`config.mk`:
```
export PLATFORM = sky130hd
export DESIGN_NAME = merge4to1_rr
export DESIGN_NICKNAME = d
export VERILOG_FILES = /design/src/rtl/merge4to1_rr.sv
export SDC_FILE = /design/constraint.sdc
export NUM_CORES = 1
export LEC_CHECK = 0
export BUFFER_PORTS_ARGS = -buffer_cell sky130_fd_sc_hd__clkbuf_2
export CAP_MARGIN = 30
export CORE_MARGIN = 1
export CORE_UTILIZATION = 45
export CTS_CLUSTER_DIAMETER = 40
export DETAILED_ROUTE_END_ITERATION = 6
export GPL_TIMING_DRIVEN = 0
export PLACE_DENSITY = 0.78
export SLEW_MARGIN = 20
export SYNTH_ARGS = -nofsm -noshare
export SYNTH_HDL_FRONTEND = slang
export SYNTH_SLANG_ARGS = --single-unit
```
`constraint.sdc`:
```
create_clock -name clk -period 2.9 [get_ports clk]
set_input_delay 0.435 -clock clk [delete_from_list [all_inputs] [get_ports clk]]
set_output_delay 0.435 -clock clk [all_outputs]
set_load 0.02 [all_outputs]
```
`src/rtl/merge4to1_rr.sv`:
```
// rtl/merge4to1_rr.sv - four-channel round-robin merge with registered output and source tag
module merge4to1_rr #(
    parameter int DATA_LENGTH = 32
) (
    input  logic                   clk,
    input  logic                   reset,
    input  logic [DATA_LENGTH-1:0] Data_in0,
    input  logic [DATA_LENGTH-1:0] Data_in1,
    input  logic [DATA_LENGTH-1:0] Data_in2,
    input  logic [DATA_LENGTH-1:0] Data_in3,
    input  logic [3:0]             Valid_in,
    output logic [3:0]             Ready_out,
    output logic [DATA_LENGTH-1:0] Data_out,
    output logic [1:0]             Sel_out,
    output logic                   Valid_out,
    input  logic                   Ready_in
);

    logic [1:0]             last_grant;
    logic [3:0]             grant;
    logic [1:0]             grant_idx;
    logic                   grant_any;
    logic                   load_en;
    logic [DATA_LENGTH-1:0] grant_data;

    assign load_en = ~Valid_out | Ready_in;

    // Search starts just past the last winner; k=4 wraps back onto last_grant itself.
    always_comb begin
        logic [1:0] idx;
        grant     = 4'b0000;
        grant_idx = 2'd0;
        grant_any = 1'b0;
        idx       = 2'd0;
        for (int k = 1; k <= 4; k++) begin
            idx = last_grant + k[1:0];
            if (!grant_any && Valid_in[idx]) begin
                grant[idx] = 1'b1;
                grant_idx  = idx;
                grant_any  = 1'b1;
            end
        end
    end

    always_comb begin
        grant_data = Data_in0;
        case (grant_idx)
            2'd0: grant_data = Data_in0;
            2'd1: grant_data = Data_in1;
            2'd2: grant_data = Data_in2;
            2'd3: grant_data = Data_in3;
            default: grant_data = Data_in0;
        endcase
    end

    assign Ready_out = load_en ? grant : 4'b0000;

    always_ff @(posedge clk) begin
        if (reset) begin
            Valid_out  <= 1'b0;
            Data_out   <= '0;
            Sel_out    <= 2'd0;
            last_grant <= 2'd3;
        end else if (load_en && grant_any) begin
            Valid_out  <= 1'b1;
            Data_out   <= grant_data;
            Sel_out    <= grant_idx;
            last_grant <= grant_idx;
        end else if (Ready_in) begin
            // Drained with nothing new to take; data/tag left as-is.
            Valid_out <= 1'b0;
        end
    end

endmodule
```
==> reports/qor.csv, run 1 <==
metric,value,unit
final.setup.tns,-0.122,ns
hpwl,11500,µm
power_density,1140,mW/mm²
clkLatencyLatePin,0.30,ns
io_pins,174,
start_util,0.470,
htreeDepth,2,
cts-root-buf,clkbuf_8,
antenna_found_initial,0,
numCtsBuffers,5,
vdd_ir_drop_max,0.613,mV
setup_viol,4,
final_common_cell,clkbuf_2,
startpoint_type,register,
maxSlewHeadroom,0.509,
syn_nets,714,
via_per_inst,6.15,
layout_common_cells,"clkbuf_2 (178), nand2_1 (130), inv_1 (37)",
grtUsageTotal,0.301,
stdcell_count,894,
yosysSeqAreaShare,0.169,
drt_iter0_drc,330,
gp_congestion,0.804,
cap_violations,0,
critPathBufInv,3,
worst_pin_slew,0.737,ns
setup_slack,-0.0534,ns
crit_path_end_kind,primary output,
fin_crit_sh,1.02,
synth_top_area_cell,dfxtp_1,
failed_checks,setup timing,
cts_buffer_depth,2,
stdcell_area,0.00577,mm²
syn_area_per_cell,7.68,µm²
hold_viol,0,
cts_tree,built,
overflow,0,
synth_edf_count,0,
rsz0062_at_grt,true,
via_count,5495,
drt-total-wl,15700,µm
place_area,0.00543,mm²
max_freq,0.339,GHz
outcome,finished with violations,
dieArea,0.0101,mm²
drt_pass1_iterations,7,
ys_top_cells_by_area,"dfxtp_1 (17%), nand2_1 (11%), o2111ai_2 (10%)",
die_y,101,µm
max_stage_delay,0.52,ns
syn_area,0.00438,mm²
synth.distinct_cells,44,
routedWlPerCell,17.6,µm
hold_path_class,in -> reg,
core-area,0.00933,mm²
yosysTopAreaCellShare,0.169,
leakagePower,2.51,nW
nFillCells,879,
crit_fanout,6,
yosys_warnings,0,
hold_ws,0.420,ns
grt_pass1_vias,5344,
slowest_stage,mux4_2,
required,2.47,ns
drc_errors,0,
fp-row-count,35,
die_w,101,µm
cts.sinks,37,
ys_ff_latch,37,
syn_inst,571,
grt_max_degree,12,
skew,0.0107,ns
finalMaxSlewViolations,0,
place_inst,872,
path_class,reg -> out,
synth-main-ff-cell,dfxtp_1,
arrival,2.52,ns
path_delay_family,simple AND/OR/NAND/NOR gates,
ant_nets,0,
grt_pass1_wl,24600,µm
cts.clk_slew.worst_paths,0.07,ns
path_cells,"buf_8, clkinv_8, ha_4, mux4_2, or2_4, nor2_4, a221oi_2, nor2_2, clkbuf_8",
drive_above_1_share,0.409,
synth-async-reset-ratio,0,
cts_hold_buffers,0,
fin_crit,2.95,ns
placement.io_buffers,172,
diodes,0,
syn2layout_area_growth,31.6,%
nets,907,
## per-layer routing
metal	vias up	track usage	part of all wire
met5	-	0	0
met4	0	0.113	0.023
met3	43	0.0541	0.067
met2	263	0.543	0.51
met1	2647	0.353	0.40
li1	2542	-	-
## path summary, 6_finish.rpt
kind                               startpoint           end  slack, ns  cells past startpoint
worst max register to register  last_grant[0]  Data_out[11]       0.11                      9
worst min-delay path                    reset     Valid_out       0.42                      2
worst min register to register    Data_out[1]   Data_out[1]       0.47                      1
worst max-delay path            last_grant[0]  Ready_out[0]      -0.05                      9
## stage by stage
stage               total power [W]  setup WS (ns)   util
floorplan                   0.00453       -0.00306      -
global placement            0.00559         -0.376  0.583
detailed placement          0.00576         -0.441  0.583
CTS                         0.00644        -0.0933  0.613
global route                0.00703         -0.131  0.619
finish                      0.00658        -0.0534  0.619
## cells in the mapped netlist, types with 2 or more instances
cell type  number
a32o_1         32
a21o_1          2
and2_1         32
a31oi_1        33
a21oi_1         3
clkbuf_1       35
nor2b_1         4
inv_1          39
buf_1           4
nor2_1         16
o2111ai_1      34
buf_4           6
nor3b_1         2
and2_0          2
buf_6           5
a22oi_1        37
nand2b_1        2
nor3_1          6
ha_1            8
o2111ai_2      30
mux2i_1         2
o21bai_1        2
nand2_1       130
and3_1          2
buf_2          10
mux2_1          2
a221oi_1        4
dfxtp_1        37
mux2_2         30
mux4_2          4
o211ai_1        2
o21ai_0         2
## kinds of logic after synthesis
logic type,synth area share
AND/OR/NAND/NOR,0.209
AO/OA/AOI/OAI,0.391
buffers and inverters,0.101
multiplexers,0.107
flip-flops,0.169
adder cells (fa/ha/maj),0.0228
## report_power, final
part,switching (W),internal [W]
sequential,0.000108,0.000716
combinational,0.00308,0.00226
clock,0.000205,0.000215
## final cells by class
cell class                 instances  area (µm²)  share of cell area
timing repair buffer             189        1020               0.177
clock inverter                     1        5.00            0.000867
sequential                        37         748               0.130
multi-input combinational        435        3270               0.566
inverter                          39         163              0.0282
tap                              129         161              0.0280
clock buffer                       7        96.3              0.0167
buffer                            57         307              0.0531
## registers in the layout, indices dropped and copies added (netlist names)
signal and count:
Valid_out 1, Data_out 32, Sel_out 2, last_grant 2
## repair_timing
item,in CTS,in global routing
buffers inserted,9,8
hold endpoints to repair,0,0
setup endpoints to repair,40,36
gates resized for setup,29,19
pin swaps,6,10
Power figures use the tool's default switching activity.
==> run 2: changes to the inputs <==
==> constraint.sdc (replaced) <==
create_clock -name clk -period 2.9 [get_ports clk]
set_input_delay 0.87 -clock clk [delete_from_list [all_inputs] [get_ports clk]]
set_output_delay 0.87 -clock clk [all_outputs]
set_load 0.02 [all_outputs]
==> run 2 against run 1 <==
The run still ends with setup timing left. Largest power group unchanged. Count of clock-buffer cells in the layout stayed put. Critical endpoint unchanged. Setup slack worse by 0.46 ns. Wire length is 1.9% higher. Critical path type is now in -> out.
==> reports/qor.csv, run 2 (same netlist as run 1, synthesis figures left out) <==
metric,value,unit,change
outcome,finished with violations,,
failed_checks,setup timing,,
cts_buffer_depth,2,,unchanged
routedWlPerCell,17.7,µm,+0.74%
placement.io_buffers,172,,unchanged
diodes,0,,unchanged
regArea,748,µm²,unchanged
gp_congestion,0.813,,+1.1%
path_class,in -> out,,
place_area,0.00553,mm²,+1.8%
drc_errors,0,,unchanged
crit_path_end_kind,primary output,,
setup_viol,36,,+32
crit_start,Valid_in[2],,
grtUsageTotal,0.305,,+0.00423
drt-total-wl,16000,µm,+1.9%
drt_iter0_drc,337,,+2.1%
cts_tree,built,,
nets,917,,+1.1%
leakagePower,2.60,nW,+3.7%
rsz0062_at_grt,true,,
startpoint_type,primary input,,
maxSlewHeadroom,0.501,,-0.00779
final_common_cell,clkbuf_2,,
htreeDepth,2,,unchanged
cap_violations,0,,unchanged
r2r_setup_slack,-0.11,ns,-0.22 ns
required,2.03,ns,-0.44 ns
hpwl,11600,µm,+0.65%
finalMaxSlewViolations,0,,unchanged
r2r-start,last_grant[1],,
die_w,101,µm,unchanged
hold_start,Data_out[22],,
dieArea,0.0101,mm²,unchanged
cts_hold_buffers,0,,unchanged
ant_nets,0,,unchanged
rr_endpoint,Data_out[11],,
cts.clk_slew.worst_paths,0.08,ns,about the same
regMostFlops,Data_out,,
multi_input_area,0.00329,mm²,+0.61%
stdcell_area,0.00595,mm²,+3.2%
finalPower,0.00678,W,+3.0%
max_freq,0.293,GHz,-14%
antenna_found_initial,0,,unchanged
drive_above_1_share,0.427,,+0.0179
worst_pin_slew,0.749,ns,+0.0117 ns
largest_register_ffs,32,,unchanged
nFillCells,848,,-3.5%
fp-row-count,35,,unchanged
setup_slack,-0.517,ns,-0.464 ns
path_cells,"buf_8, buf_8, mux4_2, buf_6, or2_4, nor2_4, a221oi_2, nor2_2, clkbuf_8",,
syn2layout_area_growth,35.8,%,
overflow,0,,unchanged
fin_crit,3.42,ns,+0.464 ns
fin_crit_sh,1.18,,+0.160
skew,0.00631,ns,-0.00440 ns
arrival,2.55,ns,+0.03 ns
grt_pass1_vias,5239,,-2.0%
reg_top3,"Data_out: 32 flops, Sel_out: 2 flops, last_grant: 2 flops",,
via_per_inst,6.12,,-0.46%
via_count,5531,,+0.66%
setup.worst_path.end,Ready_out[0],,
max_stage_delay,0.48,ns,-0.04 ns
io_pins,174,,unchanged
die_y,101,µm,unchanged
power_density,1140,mW/mm²,-0.19%
crit_top_cell,buf_8,,
r2r_cells,12,,+3
grt_pass1_wl,24900,µm,+0.98%
grt_max_degree,12,,unchanged
crit_fanout,6,,unchanged
utilization,0.638,,+0.0196
slowest_stage,mux4_2,,
layout_common_cells,"clkbuf_2 (176), nand2_1 (130), inv_1 (37)",,
hold_path_class,reg -> reg,,
clkLatencyLatePin,0.30,ns,about the same
numCtsBuffers,5,,unchanged
cts-root-buf,clkbuf_8,,
cts.sinks,37,,unchanged
drt_pass1_iterations,6,,-1
core-area,0.00933,mm²,unchanged
vdd_ir_drop_max,0.589,mV,-4.0%
start_util,0.470,,unchanged
hold_viol,0,,unchanged
[run 2: report_power, final]
part / internal, W / switching, W / leakage (nW) / total, W
logic: 0.00239 / 0.00314 / 2.24 / 0.00553
clock network: 0.000215 / 0.000205 / 0.0542 / 0.000420
registers: 0.000716 / 0.000112 / 0.308 / 0.000828
total: 0.00332 / 0.00346 / 2.60 / 0.00678
[run 2: timing repair]
item	4_1_cts	5_1_grt
buffers inserted	17	9
endpoints found under the setup margin	38	37
pin swaps	9	8
hold endpoints to repair	0	0
resized for setup	30	25
[run 2: routing by layer]
layer  vias up  part of all wire  global-route usage
li1       2568                 -                   -
met1      2629              0.39               0.374
met2       277              0.50               0.517
met3        57             0.071              0.0527
met4         0             0.037               0.147
met5         -                 0                   0
[run 2: final cells by class]
class,count,area share
multi-input cells,435,0.552
repair buffers,198,0.187
flip-flops and latches,37,0.126
plain buffers,58,0.0658
well taps,129,0.0271
inverters,39,0.0256
clock buffers,7,0.0162
clock inverters,1,0.000841
[run 2: how the worst min path moves through the flow]
stage	to	cells after the start
finish	Data_out[22]	1
global route	Data_out[29]	1
CTS	Data_out[22]	1
detailed placement	Data_out[15]	1
global placement	Data_out[1]	1
floorplan	Sel_out[0]	2
[run 2: worst max-delay path: cells and delay by family]
kind | cells | cell delay [ns]
buf+inv | 4 | 0.53
compound gates | 1 | 0.09
simple gates | 3 | 0.57
mux | 1 | 0.48
[run 2: metrics by stage]
step	hold WS, ns	setup TNS [ns]	setup slack [ns]	instances
final	0.472	-5.29	-0.517	904
after global routing	0.495	-7.75	-0.577	904
after CTS	0.475	-1.92	-0.493	895
after detailed placement	0.455	-13.18	-0.781	872
after global placement	0.450	-11.65	-0.724	872
after floorplan	0.567	-1.41	-0.362	571
